### config.mk
export PLATFORM = sky130hd
export DESIGN_NAME = alu_debug_console_flat
export DESIGN_NICKNAME = d
export VERILOG_FILES = /design/src/rtl/alu_debug_console_pkg.sv /design/src/rtl/alu_debug_console_if.sv /design/src/rtl/alu_debug_console_key_debounce.sv /design/src/rtl/alu_debug_console.sv /design/src/flat_wrapper.sv
export SDC_FILE = /design/constraint.sdc
export NUM_CORES = 1
export LEC_CHECK = 0
export ABC_AREA = 1
export CAP_MARGIN = 10
export CORE_MARGIN = 3
export CORE_UTILIZATION = 51
export DETAILED_ROUTE_END_ITERATION = 16
export GPL_TIMING_DRIVEN = 0
export PLACE_DENSITY = 0.78
export SYNTH_ARGS = -nofsm -noshare
export SYNTH_HDL_FRONTEND = slang
export SYNTH_SLANG_ARGS = --single-unit
### constraint.sdc
create_clock -name CLOCK_50 -period 9.1 [get_ports CLOCK_50]
set_input_delay 0.91 -clock CLOCK_50 [delete_from_list [all_inputs] [get_ports CLOCK_50]]
set_output_delay 0.91 -clock CLOCK_50 [all_outputs]
set_load 0.005 [all_outputs]
### src/rtl/alu_debug_console_pkg.sv
// Shared types, constants and the 7-segment glyph table for the ALU debug console.
package alu_console_pkg;

  typedef enum logic [1:0] {
    LOAD_A = 2'd0,
    LOAD_B = 2'd1,
    EXEC   = 2'd2,
    SHOW   = 2'd3
  } console_state_t;

  typedef enum logic [1:0] {
    VIEW_RES = 2'd0,
    VIEW_A   = 2'd1,
    VIEW_B   = 2'd2
  } view_t;

  localparam logic [6:0] SEG_BLANK = 7'b1111111;

  localparam int KEY_LOAD  = 0;
  localparam int KEY_NEXT  = 1;
  localparam int KEY_VIEW  = 2;
  localparam int KEY_CLEAR = 3;

  // Active-low segments, bit order {g,f,e,d,c,b,a}.
  function automatic logic [6:0] hex_to_seg(input logic [3:0] n);
    logic [6:0] s;
    case (n)
      4'h0: s = 7'b1000000;
      4'h1: s = 7'b1111001;
      4'h2: s = 7'b0100100;
      4'h3: s = 7'b0110000;
      4'h4: s = 7'b0011001;
      4'h5: s = 7'b0010010;
      4'h6: s = 7'b0000010;
      4'h7: s = 7'b1111000;
      4'h8: s = 7'b0000000;
      4'h9: s = 7'b0010000;
      4'hA: s = 7'b0001000;
      4'hB: s = 7'b0000011;
      4'hC: s = 7'b1000110;
      4'hD: s = 7'b0100001;
      4'hE: s = 7'b0000110;
      default: s = 7'b0001110;
    endcase
    return s;
  endfunction

endpackage

### src/rtl/alu_debug_console_if.sv
// Operand/opcode/result bus between the console and one ALU instance.
interface alu_if #(parameter int WIDTH = 32);
  logic [WIDTH-1:0] a;
  logic [WIDTH-1:0] b;
  logic [3:0]       ops;
  logic [WIDTH-1:0] out;
  logic [2:0]       flags;

  modport master (output a, b, ops, input out, flags);
  modport slave  (input a, b, ops, output out, flags);
endinterface

### src/rtl/alu_debug_console_key_debounce.sv
// One pushbutton: 2-FF synchroniser, stability counter, and a press pulse on accepted falling edge.
module key_debounce #(
  parameter int DEB_CYCLES = 500000
) (
  input  logic clk,
  input  logic rst,
  input  logic key_raw,
  output logic level,
  output logic press
);
  localparam int CNT_W = (DEB_CYCLES < 2) ? 1 : $clog2(DEB_CYCLES + 1);

  logic             s1_q, s1_d, s2_q, s2_d;
  logic [1:0]       vld_q, vld_d;
  logic             armed_q, armed_d;
  logic             lvl_q, lvl_d;
  logic             press_q, press_d;
  logic [CNT_W-1:0] cnt_q, cnt_d;

  always_comb begin
    s1_d    = key_raw;
    s2_d    = s1_q;
    vld_d   = {vld_q[0], 1'b1};
    // Presses only count once the synchronised key has been seen released after reset.
    armed_d = armed_q | (vld_q[1] & s2_q);
    lvl_d   = lvl_q;
    press_d = 1'b0;
    cnt_d   = '0;
    if (s2_q != lvl_q) begin
      if (cnt_q == CNT_W'(DEB_CYCLES - 1)) begin
        lvl_d   = s2_q;
        press_d = armed_q & ~s2_q;
      end else begin
        cnt_d = cnt_q + 1'b1;
      end
    end
  end

  always_ff @(posedge clk or posedge rst) begin
    if (rst) begin
      s1_q    <= 1'b1;
      s2_q    <= 1'b1;
      vld_q   <= '0;
      armed_q <= 1'b0;
      lvl_q   <= 1'b1;
      press_q <= 1'b0;
      cnt_q   <= '0;
    end else begin
      s1_q    <= s1_d;
      s2_q    <= s2_d;
      vld_q   <= vld_d;
      armed_q <= armed_d;
      lvl_q   <= lvl_d;
      press_q <= press_d;
      cnt_q   <= cnt_d;
    end
  end

  assign level = lvl_q;
  assign press = press_q;
endmodule

### src/rtl/alu_debug_console.sv
// Board console around one ALU: debounced keys drive chunked operand entry, execute, and result display.
module alu_debug_console
  import alu_console_pkg::*;
#(
  parameter int WIDTH      = 32,
  parameter int CHUNK      = 16,
  parameter int NDIGITS    = 8,
  parameter int DEB_CYCLES = 500000
) (
  input  logic                 CLOCK_50,
  input  logic                 RST,
  input  logic [3:0]           KEY,
  input  logic [17:0]          SW,
  alu_if.master                alu,
  output logic [NDIGITS*7-1:0] HEX,
  output logic [17:0]          LEDR
);

  function automatic logic [NDIGITS*7-1:0] hex_reset_val();
    logic [NDIGITS*7-1:0] v;
    for (int i = 0; i < NDIGITS; i++)
      v[7*i +: 7] = (4*i < WIDTH) ? hex_to_seg(4'h0) : SEG_BLANK;
    return v;
  endfunction

  localparam logic [NDIGITS*7-1:0] HEX_RST = hex_reset_val();

  logic [3:0] key_lvl, key_press;

  key_debounce #(.DEB_CYCLES(DEB_CYCLES)) u_key [3:0] (
    .clk     (CLOCK_50),
    .rst     (RST),
    .key_raw (KEY),
    .level   (key_lvl),
    .press   (key_press)
  );

  logic unused_ok;
  assign unused_ok = ^{SW[17:CHUNK], key_lvl};

  logic ev_load, ev_next, ev_view, ev_clear;
  assign ev_load  = key_press[KEY_LOAD];
  assign ev_next  = key_press[KEY_NEXT];
  assign ev_view  = key_press[KEY_VIEW];
  assign ev_clear = key_press[KEY_CLEAR];

  console_state_t       state_q, state_d;
  view_t                view_q, view_d;
  logic [WIDTH-1:0]     a_q, a_d, b_q, b_d, r_q, r_d;
  logic [3:0]           op_q, op_d;
  logic [2:0]           f_q, f_d, s_q, s_d;
  logic [NDIGITS*7-1:0] hex_q, hex_d;
  logic [17:0]          ledr_q, ledr_d;
  logic [WIDTH-1:0]     chunk_w, src;

  assign chunk_w = WIDTH'(SW[CHUNK-1:0]);

  always_comb begin
    state_d = state_q;
    view_d  = view_q;
    a_d     = a_q;
    b_d     = b_q;
    r_d     = r_q;
    op_d    = op_q;
    f_d     = f_q;
    s_d     = s_q;
    if (ev_clear) begin
      state_d = LOAD_A;
      view_d  = VIEW_RES;
      a_d     = '0;
      b_d     = '0;
      r_d     = '0;
      op_d    = '0;
      f_d     = '0;
      s_d     = '0;
    end else begin
      case (state_q)
        LOAD_A: begin
          if (ev_load)      a_d = (a_q << CHUNK) | chunk_w;
          else if (ev_next) state_d = LOAD_B;
        end
        LOAD_B: begin
          if (ev_load) b_d = (b_q << CHUNK) | chunk_w;
          else if (ev_next) begin
            op_d    = SW[3:0];
            state_d = EXEC;
          end
        end
        EXEC: begin
          r_d     = alu.out;
          f_d     = alu.flags;
          s_d     = s_q | alu.flags;
          state_d = SHOW;
        end
        default: begin
          if (ev_next) state_d = LOAD_A;
          else if (ev_view) begin
            case (view_q)
              VIEW_RES: view_d = VIEW_A;
              VIEW_A:   view_d = VIEW_B;
              default:  view_d = VIEW_RES;
            endcase
          end
        end
      endcase
    end
  end

  always_comb begin
    case (state_q)
      LOAD_A:      src = a_q;
      LOAD_B,
      EXEC:        src = b_q;
      default: begin
        case (view_q)
          VIEW_A:  src = a_q;
          VIEW_B:  src = b_q;
          default: src = r_q;
        endcase
      end
    endcase
  end

  for (genvar i = 0; i < NDIGITS; i++) begin : g_digit
    if (4*i < WIDTH) begin : g_on
      assign hex_d[7*i +: 7] = hex_to_seg(src[4*i +: 4]);
    end else begin : g_off
      assign hex_d[7*i +: 7] = SEG_BLANK;
    end
  end

  assign ledr_d = {4'b0000, view_q, state_q, op_q, s_q, f_q};

  always_ff @(posedge CLOCK_50 or posedge RST) begin
    if (RST) begin
      state_q <= LOAD_A;
      view_q  <= VIEW_RES;
      a_q     <= '0;
      b_q     <= '0;
      r_q     <= '0;
      op_q    <= '0;
      f_q     <= '0;
      s_q     <= '0;
      hex_q   <= HEX_RST;
      ledr_q  <= '0;
    end else begin
      state_q <= state_d;
      view_q  <= view_d;
      a_q     <= a_d;
      b_q     <= b_d;
      r_q     <= r_d;
      op_q    <= op_d;
      f_q     <= f_d;
      s_q     <= s_d;
      hex_q   <= hex_d;
      ledr_q  <= ledr_d;
    end
  end

  assign alu.a   = a_q;
  assign alu.b   = b_q;
  assign alu.ops = op_q;
  assign HEX     = hex_q;
  assign LEDR    = ledr_q;

endmodule
### src/flat_wrapper.sv
// flat-port wrapper written by rule: the top's interface ports become plain ports
module alu_debug_console_flat import alu_console_pkg::*;
#(
  parameter int WIDTH      = 32,
  parameter int CHUNK      = 16,
  parameter int NDIGITS    = 8,
  parameter int DEB_CYCLES = 500000
)
  (CLOCK_50, RST, KEY, SW, HEX, LEDR, alu_a, alu_b, alu_ops, alu_out, alu_flags);
  alu_if #(.WIDTH(WIDTH)) alu_i ();
  input  logic CLOCK_50;
  input  logic RST;
  input  logic [3:0] KEY;
  input  logic [17:0] SW;
  output logic [NDIGITS*7-1:0] HEX;
  output logic [17:0] LEDR;
  output wire logic [$bits(alu_i.a)-1:0] alu_a;
  output wire logic [$bits(alu_i.b)-1:0] alu_b;
  output wire logic [$bits(alu_i.ops)-1:0] alu_ops;
  input wire logic [$bits(alu_i.out)-1:0] alu_out;
  input wire logic [$bits(alu_i.flags)-1:0] alu_flags;
  assign alu_a = alu_i.a;
  assign alu_b = alu_i.b;
  assign alu_ops = alu_i.ops;
  assign alu_i.out = alu_out;
  assign alu_i.flags = alu_flags;
  alu_debug_console #(.WIDTH(WIDTH), .CHUNK(CHUNK), .NDIGITS(NDIGITS), .DEB_CYCLES(DEB_CYCLES)) u_core (.CLOCK_50(CLOCK_50), .RST(RST), .KEY(KEY), .SW(SW), .alu(alu_i), .HEX(HEX), .LEDR(LEDR));
endmodule
* Word level (Yosys, flattened, before mapping) *
Memories as Yosys holds them, arrays and structs flattened. A register that Yosys moved wholly into a read port is not among the register bits.
Cells that the tools add are included.

operators by class
  $add $sub $neg = 4
  equal/unequal tests = 19
  mux-type cells = 46
  bitwise logic cells = 19
  reductions and logical operators = 20

operators with widths
  kind                     number
  $mux W32                 8
  $mux W19                 8
  $pmux W32 S2             2
  $add A19 B1 Y19 const B  4
  $eq A19 B19 Y1 const B   4
  $or A32 B16 Y32          2
  $mux W2                  10
  $mux W4                  4
  $mux W3                  4
  $ne A3 B3 Y1 const B     4
  $reduce_and A2 Y1        6
  $reduce_bool A2 Y1       6
  $and A1 B1 Y1            8
  $mux W1                  8
  $pmux W2 S3              1
  $reduce_and A3 Y1        2
  $reduce_and A5 Y1        1
  $eq A2 B1 Y1 const B     2
  $eq A2 B2 Y1 const B     2
  $logic_not A2 Y1         2
  $ne A1 B1 Y1             4
  $ne A2 B2 Y1 const B     2
  $not A1 Y1               4
  $or A1 B1 Y1             4
  6 further kinds          6

word-level totals
  register bits = 228
  memory bits (read-only) = 896
  bits of input ports = 59
  output and inout port bits = 142
  word-level logic and storage cells = 153
  memories kept = 8

memories
  name              depth  width  read ports  clocked after memory_dff  write ports  RTL line                     RTL
  (name not given)  16     7      1           1                         0            alu_debug_console_pkg.sv:27  case (n)
  (name not given)  16     7      1           1                         0            alu_debug_console_pkg.sv:27
  (name not given)  16     7      1           1                         0            alu_debug_console_pkg.sv:27
  (name not given)  16     7      1           1                         0            alu_debug_console_pkg.sv:27
  (name not given)  16     7      1           1                         0            alu_debug_console_pkg.sv:27
  (name not given)  16     7      1           1                         0            alu_debug_console_pkg.sv:27
  +2 memories       -      -      -           -                         -            -

* Longest topological paths before layout *
Gate-level depths: netlist of the first run.

  depth in word-level cells = 6
  depth in mapped cells = 14
  mapped depth without buffers = 12

* Cells and area by module *
A second synthesis of the first run with hierarchy kept.

unflattened totals
  cell total of the unflattened synthesis = 1903
  area total of the unflattened synthesis = 15168.3 um^2

by module, submodules not included
  module             times used  cells each  area each (um^2)  sequential area each (um^2)
  alu_debug_console  1           1271        9803.2            4514.3
  key_debounce       4           158         1341.3            654.4

* Least setup slack after synthesis of the first run *
No wires, ideal clock.

  path kind = reg2reg
  from = register u_core.view_q[0]
  to = register u_core.hex_q[0] (netlist: u_core.HEX[0])
  library setup time = 0.117 ns
  arrival = 1.941 ns
  data required time = 8.983 ns
  path slack = 7.042 ns
  stages on the path, launching flop included = 15
  buffers on the path = 3
  clock period less this slack = 2.058 ns
  cell sequence = dfrtp_1 -> inv_1 -> ha_1 -> buf_6 -> buf_8 -> buf_6 -> nand3_1 -> nand3_1 -> nand2_1 -> inv_1 -> ha_1 -> inv_1 -> o21ai_0 -> nand2_1 -> nand2_1

between the ends
  cells in the longest elaborated chain, start to end = 3
  elaborated cells on any way between the ends = 4
  those cells by class = eq/ne: 2; mux: 2

RTL lines
  element                                       RTL line                  RTL
  start: declaration                            alu_debug_console.sv:48   view_t view_q, view_d;
  start signal: assignment                      alu_debug_console.sv:148  view_q <= view_d;
  $eq A2 B2 Y1 or $eq A2 B1 Y1 (tied branches)  alu_debug_console.sv:115  case (view_q)
  $pmux W32 S2 (*)                              alu_debug_console.sv:115
  $pmux W32 S2 (*)                              alu_debug_console.sv:110  case (state_q)
  end: declaration                              alu_debug_console.sv:52   logic [NDIGITS*7-1:0] hex_q, hex_d;

Mark *: on every way between the ends. The rest lies on a longest branch, timed or not.
A chain may end at the register's enable or synchronous reset.

* Final worst setup path of the first run *
  from = register u_core.state_q[0]
  to = register u_core.hex_q[21] (netlist: u_core.HEX[21])

between the ends
  cells in the longest elaborated chain, start to end = 3
  elaborated cells on any way between the ends = 5
  those cells by class = eq/ne: 2; mux: 1; reduce/logical: 2

RTL lines
  element                                       RTL line                  RTL
  start: declaration                            alu_debug_console.sv:47   console_state_t state_q, state_d;
  start signal: assignment                      alu_debug_console.sv:147  state_q <= state_d;
  $eq A2 B1 Y1 or $eq A2 B2 Y1 (tied branches)  alu_debug_console.sv:110
  $reduce_or A2 Y1                              -
  $pmux W32 S2 (*)                              alu_debug_console.sv:110

Marks and branches as above.

==> PnR_summary.wiki, run 1 <==
{| class="wikitable"
! Metric !! Value
|-
| TritonCTS buffer count || 29
|-
| Kind of end point of the critical path || flop
|-
| Depth of the worst hold-timing path || 0
|-
| Number of cells on the worst reg-to-reg path || 13
|-
| Number of nets still failing antenna checks after routing || 0
|-
| Unrepaired setup endpoints after global routing || no
|-
| Resize count post-CTS || 0
|-
| Post-Route Hold Slack || roughly 0.35 ns
|-
| Design area || 18,500 um2
|-
| Total number of H-tree levels || 1
|-
| Routed vias || 13,800
|-
| Number of synthesized flops with an enable pin || 0
|-
| Largest stage delay on the critical path || approximately 0.56 ns
|-
| Maximum vdd ir drop || roughly 0.00014 V
|-
| Share of async-settable or async-resettable flops after synthesis || 100%
|-
| Worst Hold Launch || u_core.u_key[0].vld_q[0]
|-
| Die width || between 150 and 200 um
|-
| Most frequent cells in the layout || 589 x sky130_fd_sc_hd__nand2_1, 258 x sky130_fd_sc_hd__dfrtp_1, 216 x sky130_fd_sc_hd__nor2_1
|-
| Seq cells post-synth || 278
|-
| Congestion Overflow GR || 0
|-
| Achievable frequency || about 350 MHz
|-
| DR vias/cell || 5.36
|-
| Number of cell rows || 62
|-
| DRC Markers || 0
|-
| Largest net degree at the start of global routing || between 100 and 150
|-
| Max transition margin || 43.4%
|-
| Cells along the critical path || inv_1, ha_1, clkbuf_1, nand2_1, nand2_1, nand2_1, nand2_1, inv_1, ha_1, inv_1, o21ai_0, nand2_1, nand2_1
|-
| Kind of cell with the highest combined delay on the critical path || buffers and inverters
|-
| Die Outline Area || 31,500 um2
|-
| Endpoint of the worst register-to-register path || u_core.HEX[21]
|-
| Highest net fanout along the worst path || 10
|-
| Outcome || finished clean
|-
| Number of cells after detailed placement || 2,510
|-
| N_diodes || 0
|-
| Total global routing track utilization || 27.2%
|-
| Number of maximum-capacitance constraint violations || 0
|-
| Final weighted congestion of routability-driven global placement || about 0.94
|-
| Worst Path Arrival || 3.27 ns
|-
| Final hold violation count || 0
|-
| Critical path's slowest cell || sky130_fd_sc_hd__clkbuf_1
|-
| Worst reg2reg setup slack || 6.28 ns
|-
| Placed inst area || 17,500 um2
|-
| Origin of the critical flop-to-flop path || u_core.state_q[0]
|-
| Part of the Yosys area used for sequential elements || 46.5%
|-
| Clock Tree Root || sky130_fd_sc_hd__clkbuf_16
|-
| Power consumption || 2.52 mW
|-
| Std-Cell Core Area || 28,900 um2
|-
| Post-layout instance count excluding filler cells || 2,564
|-
| 1st-iter DRT viols || about 1,400
|-
| Number of sinks handled by clock tree synthesis || 278
|-
| Data required time of the worst path || approximately 9.6 ns
|-
| Initial core utilization || between 50% and 60%
|-
| Vias in the first global route || approximately 13,000
|-
| Post-Syn Instances || 1,927
|-
| Crit path top cell by count || sky130_fd_sc_hd__nand2_1
|-
| CP Class || reg -> reg
|-
| Number of buffers on the longest clock path || 3
|-
| Average wire per cell in the routed design || 16.7 um
|-
| Hold-fix buffer count after cts || 0
|-
| Synthesis-to-finish area growth || 23.0%
|-
| Worst slew pin tran || 0.843 ns
|-
| Number of buffers added on ports || 194
|-
| Number of optimization iterations in the first detailed-route pass || 5
|-
| Worst path setup slack after routing || 6.28 ns
|-
| Most common cell after layout, fill and taps aside || sky130_fd_sc_hd__nand2_1
|-
| Setup skew after layout || ~0.013 ns
|-
| Clk Latency, worst-skew pair || 0.56 ns
|-
| Final count of negative-setup-slack endpoints || 0
|-
| HPWL after DPL || 31,500 um
|-
| Post-layout nets || approximately 2,300
|-
| Pre-CTS worst setup slack || 6.41 ns
|-
| Global-route wire length before repair || 68,900 um
|-
| TritonCTS clock tree || done
|-
| Synthesis Warnings || 0
|-
| Number of post-CTS setup repair buffers || 0
|-
| Height of the die || 178 um
|-
| Static leakage power || 8.65 nW
|-
| Netlist Area Pre-Place || 15,000 um2
|-
| Clock transition at path regs || 0.07 ns
|-
| Hold/Removal Path Class || reg -> reg
|-
| Average footprint of a synthesized cell || ~8 um2
|-
| Number of ports placed on the die boundary || 201
|-
| Number of antenna violations at the first check in global routing || 0
|-
| Sum of routed wire length over all layers || 42,900 um
|-
| Final count of pins violating max slew || 0
|-
| Power density over the cells || about 140 nW/um2
|-
| Tcrit/Tclk final || a little under a third
|-
| Final Critical Period || 2.82 ns
|-
| Number of buffers and inverters on the critical path || 4
|-
| Hold path endpoint || u_core.u_key[0].vld_q[1]
|-
| Share of final-layout standard cells stronger than drive strength 1 || 10.0%
|-
| Post-synthesis cell type count || 44
|-
| Ys flop type || sky130_fd_sc_hd__dfrtp_1
|-
| Number of fill cells in the layout || 2,464
|-
| Launching element type of the critical path || flop
|}
[metrics by stage]
stage / util (%) / TNS, ns
6_report: 64.0 / 0
5_1_grt: 64.0 / 0
4_1_cts: 64.0 / 0
3_5_place_dp: 60.6 / 0
3_3_place_gp: 60.4 / -691.12
2_1_floorplan: - / 0
[registers in the layout, indices dropped and copies added (netlist names)]
name and count:
u_core.alu.ops 4, u_core.u_key.cnt_q 76, u_core.f_q 3, u_core.state_q 2, u_core.u_key.s2_q 4, u_core.u_key.armed_q 4
u_core.s_q 3, u_core.u_key.level 4, u_core.LEDR 14, u_core.alu.b 32, u_core.HEX 56, u_core.view_q 2
u_core.u_key.s1_q 4, u_core.alu.a 32, u_core.r_q 32, u_core.u_key.vld_q 2, u_core.u_key.press 4
[synth_stat cells (all sizes together), types with 3 or more instances]
| cell | count | area, um2 |
|---|---|---|
| nor3 | 9 | 50.1 |
| mux2 | 16 | 180 |
| o21ai | 126 | 631 |
| buf | 48 | 390 |
| o31ai | 6 | 45.0 |
| xor2 | 23 | 201 |
| a211oi | 4 | 30.0 |
| dfstp | 20 | 526 |
| dfrtp | 258 | 6460 |
| clkbuf | 20 | 75.1 |
| xnor2 | 8 | 77.6 |
| clkinv | 4 | 15.0 |
| nand3 | 212 | 1090 |
| a21oi | 44 | 228 |
| inv | 191 | 719 |
| nand2 | 620 | 2420 |
| nand4 | 8 | 50.1 |
| ha | 59 | 738 |
| nor2 | 233 | 942 |
| nor3b | 5 | 48.8 |
| o21bai | 3 | 22.5 |
[metal layers]
metal	part of all wire, %	track usage, %	vias up
met5	0	0	-
met4	5.6	13.2	0
met3	8.2	4.30	147
met2	46	45.3	651
met1	40	34.7	6416
li1	-	-	6540
[layout make-up]
| class | instances | area, um2 | share of cell area, % |
|---|---|---|---|
| Sequential cell | 278 | 6980 | 37.8 |
| Multi-Input combinational cell | 1389 | 6830 | 37.0 |
| Timing Repair Buffer | 196 | 2000 | 10.8 |
| Clock buffer | 34 | 774 | 4.20 |
| Inverter | 195 | 742 | 4.02 |
| Tap cell | 384 | 480 | 2.60 |
| Buffer | 68 | 465 | 2.52 |
| Clock inverter | 20 | 180 | 0.976 |
[kinds of logic after synthesis]
group                    count (synthesis)  synth area share (%)
adder cells (fa/ha/maj)                 59                  4.92
AND/OR/NAND/NOR                       1093                  31.0
flip-flops                             278                  46.5
multiplexers                            16                  1.20
AO/OA/AOI/OAI                          185                  6.45
buffers and inverters                  263                  8.00
other                                    2                0.0501
XOR/XNOR                                31                  1.86
[power by group]
group | internal [mW] | switching (mW) | leakage (nW)
logic | 0.0319 | 0.0474 | 4.80
clock network | 0.669 | 0.518 | 0.459
registers | 1.24 | 0.00507 | 3.40
total | 1.95 | 0.570 | 8.65
[worst max-delay path by stage]
| stage | from | endpoint | slack, ns | depth (start not counted) |
|---|---|---|---|---|
| finish | u_core.state_q[0] | u_core.HEX[21] | 6.28 | 13 |
| global route | u_core.state_q[0] | u_core.HEX[21] | 6.10 | 13 |
| global placement | RST | u_core.HEX[35] | -2.70 | 2 |
| floorplan | RST | u_core.HEX[0] | 0.56 | 1 |
| CTS | u_core.state_q[0] | u_core.HEX[21] | 6.33 | 13 |
| detailed placement | u_core.state_q[0] | u_core.HEX[0] | 6.41 | 13 |
(Power assumes the default switching activity.)
==> run 2: changes to the inputs <==
--- a/config.mk
+++ b/config.mk
@@ -8,10 +8,10 @@
 export ABC_AREA = 1
 export CAP_MARGIN = 10
 export CORE_MARGIN = 3
-export CORE_UTILIZATION = 51
+export CORE_UTILIZATION = 56
 export DETAILED_ROUTE_END_ITERATION = 16
 export GPL_TIMING_DRIVEN = 0
-export PLACE_DENSITY = 0.78
+export PLACE_DENSITY = 0.81
 export SYNTH_ARGS = -nofsm -noshare
 export SYNTH_HDL_FRONTEND = slang
 export SYNTH_SLANG_ARGS = --single-unit
==> constraint.sdc (replaced) <==
create_clock -name CLOCK_50 -period 2.8 [get_ports CLOCK_50]
set_input_delay 0.28 -clock CLOCK_50 [delete_from_list [all_inputs] [get_ports CLOCK_50]]
set_output_delay 0.28 -clock CLOCK_50 [all_outputs]
set_load 0.005 [all_outputs]
==> run 2 against run 1 <==
Highest routed layer unchanged. Utilization grew 6.8 points. Register-to-register slack lost 6.1 ns. Critical path depth grew 1. Final cell count shrank 1.7%.
==> PnR_summary.wiki, run 2 (same netlist as run 1, synthesis figures left out) <==
{| class="wikitable"
! Metric !! Value
|-
| Achievable frequency || 385 MHz (+8.6%)
|-
| Critical path's slowest cell || sky130_fd_sc_hd__dfrtp_1
|-
| Worst slew pin tran || 0.806 ns (-0.0373 ns)
|-
| Storage element area || 6980 um2 (unchanged)
|-
| Congestion Overflow GR || 0 (unchanged)
|-
| Final hold violation count || 0 (unchanged)
|-
| Clk Latency, worst-skew pair || 0.57 ns (about the same)
|-
| Highest net fanout along the worst path || 10 (unchanged)
|-
| TritonCTS buffer count || 30 (+3.4%)
|-
| Hold/Removal Path Class || in -> async
|-
| Clock Tree Root || sky130_fd_sc_hd__clkbuf_16
|-
| Pre-CTS worst setup slack || 0.118 ns (-6.30 ns)
|-
| Routed vias || 13,800 (+0.68%)
|-
| Number of buffers added on ports || 194 (unchanged)
|-
| Kind of cell with the highest combined delay on the critical path || buffers and inverters
|-
| DRC Markers || 0 (unchanged)
|-
| DR vias/cell || 5.50 (+2.4%)
|-
| Global routing's busiest layer || met2
|-
| 1st-iter DRT viols || 1,403 (-3.0%)
|-
| Power consumption || 8.48 mW (+240%)
|-
| Initial core utilization || 57.3% (+5.3 points)
|-
| Number of antenna violations at the first check in global routing || 0 (unchanged)
|-
| Post-layout instance count excluding filler cells || 2,520 (-1.7%)
|-
| Share of final-layout standard cells stronger than drive strength 1 || 10.2% (+0.21 points)
|-
| Sum of routed wire length over all layers || 42,700 um (-0.52%)
|-
| Synthesis-to-finish area growth || 23.7%
|-
| Height of the die || 170 um (-4.4%)
|-
| Setup crit start || u_core.view_q[1]
|-
| Design area || 18,600 um2 (+0.54%)
|-
| Number of buffers on the longest clock path || 3 (unchanged)
|-
| HPWL after DPL || 31,700 um (+0.60%)
|-
| Global routing met2 resource utilization || 50.0% (+4.7 points)
|-
| Vias in the first global route || 13,700 (+1.5%)
|-
| Number of optimization iterations in the first detailed-route pass || 8 (+3)
|-
| Placed inst area || 17,500 um2 (+0.11%)
|-
| Number of fill cells in the layout || 2,047 (-17%)
|-
| Max transition margin || 45.9% (+2.5 points)
|-
| Number of ports placed on the die boundary || 201 (unchanged)
|-
| Data required time of the worst path || 3.30 ns (-6.25 ns)
|-
| Largest net degree at the start of global routing || 44 (-64%)
|-
| Most common cell after layout, fill and taps aside || sky130_fd_sc_hd__nand2_1
|-
| Worst Path Arrival || 3.10 ns (-0.17 ns)
|-
| Post-layout nets || 2,279 (+0.18%)
|-
| Origin of the critical flop-to-flop path || u_core.view_q[1]
|-
| Setup skew after layout || 0.0208 ns (+0.00788 ns)
|-
| Tcrit/Tclk final || 92.9% (+62 points)
|-
| N_diodes || 0 (unchanged)
|-
| Footprint of the multi-input gates || 6830 um2 (unchanged)
|-
| Outcome || finished clean
|-
| Biggest register || u_core.u_key.cnt_q
|-
| Global-route wire length before repair || 69,800 um (+1.4%)
|-
| Met3 layer usage reported by global route || 5.96% (+1.7 points)
|-
| TritonCTS clock tree || done
|-
| Cells along the critical path || inv_1, ha_1, buf_6, buf_8, buf_6, nand3_1, nand3_1, nand2_1, inv_1, ha_1, inv_1, o21ai_0, nand2_1, nand2_1
|-
| Final count of pins violating max slew || 0 (unchanged)
|-
| Number of cell rows || 59 (-4.8%)
|-
| Clock transition at path regs || 0.06 ns (about the same)
|-
| Number of buffers and inverters on the critical path || 6 (+2)
|-
| Largest register FFs || 76 (unchanged)
|-
| Most frequent cells in the layout || 589 x sky130_fd_sc_hd__nand2_1, 258 x sky130_fd_sc_hd__dfrtp_1, 216 x sky130_fd_sc_hd__nor2_1
|-
| Final count of negative-setup-slack endpoints || 0 (unchanged)
|-
| Number of nets still failing antenna checks after routing || 0 (unchanged)
|-
| Die Outline Area || 28,800 um2 (-8.6%)
|-
| Hold-fix buffer count after cts || 0 (unchanged)
|-
| Maximum vdd ir drop || 0.000422 V (+200%)
|-
| Die width || 170 um (-4.4%)
|-
| Kind of end point of the critical path || flop
|-
| Number of maximum-capacitance constraint violations || 0 (unchanged)
|-
| GRT met1 Usage || 37.4% (+2.7 points)
|-
| Launching element type of the critical path || flop
|-
| Power density over the cells || 457 nW/um2 (+240%)
|-
| Number of sinks handled by clock tree synthesis || 278 (unchanged)
|-
| Std-Cell Core Area || 26,200 um2 (-9.2%)
|-
| Largest stage delay on the critical path || 0.40 ns (-0.16 ns)
|-
| Average wire per cell in the routed design || 16.9 um (+1.2%)
|-
| Unrepaired setup endpoints after global routing || no
|-
| Static leakage power || 8.75 nW (+1.2%)
|-
| Total global routing track utilization || 29.9% (+2.6 points)
|-
| Total number of H-tree levels || 1 (unchanged)
|-
| Number of cells after detailed placement || 2,466 (-1.8%)
|-
| Final Critical Period || 2.60 ns (-0.225 ns)
|-
| Worst path setup slack after routing || 0.200 ns (-6.08 ns)
|-
| CP Class || reg -> reg
|-
| Final weighted congestion of routability-driven global placement || 0.963 (+1.9%)
|}
==> run 2: cell count changes in the layout (fill, tap and decap cells not counted), moves of 2 or more <==
cell	change
sky130_fd_sc_hd__buf_12	+7
sky130_fd_sc_hd__buf_16	-2
sky130_fd_sc_hd__clkbuf_16	+2
sky130_fd_sc_hd__clkbuf_8	+5
sky130_fd_sc_hd__clkinv_2	+2
sky130_fd_sc_hd__clkinv_4	-3
sky130_fd_sc_hd__clkinvlp_4	-5
==> run 2: metal layers <==
| layer | part of all wire [%] | vias up |
|---|---|---|
| li1 | - | 6545 |
| met1 | 38 | 6474 |
| met2 | 47 | 673 |
| met3 | 9.2 | 156 |
| met4 | 5.7 | 0 |
| met5 | 0 | - |
==> run 2: metrics by stage <==
stage	util [%]	setup TNS (ns)	hold WS [ns]
finish	70.8	0	0.114
global placement	66.3	-799.21	0.332
detailed placement	66.9	0	0.337
CTS	70.8	0	0.113
floorplan	-	-298.26	0.284
global route	70.8	0	0.120
==> run 2: path summary, 6_finish.rpt <==
kind	end	slack, ns	cells after the start
min in group CLOCK_50	u_core.u_key[2].s1_q	0.12	1
setup / recovery	u_core.HEX[0]	0.20	14
hold reg to reg	u_core.u_key[0].vld_q[1]	0.35	0
hold / removal	u_core.u_key[0].cnt_q[1]	0.11	2
max in group asynchronous	u_core.HEX[34]	1.16	6
setup reg to reg	u_core.HEX[0]	0.20	14
==> run 2: layout make-up <==
cell class              instances  share of cell area [%]
plain buffers                  66                    2.47
clock buffers                  43                    4.86
clock inverters                13                   0.755
inverters                     195                    3.98
multi-input cells            1389                    36.8
flip-flops and latches        278                    37.6
well taps                     335                    2.26
repair buffers                201                    11.2
==> run 2: report_power, final <==
group	internal (mW)	leakage, nW	switching, mW
logic	0.115	4.83	0.155
registers	4.04	3.40	0.0158
clock network	2.50	0.526	1.65
total	6.66	8.75	1.82
==> run 2: timing repair <==
action,in CTS,in global routing
resized for setup,0,2
endpoints found under the hold margin,0,0
endpoints found under the setup margin,0,11
setup buffers,0,0
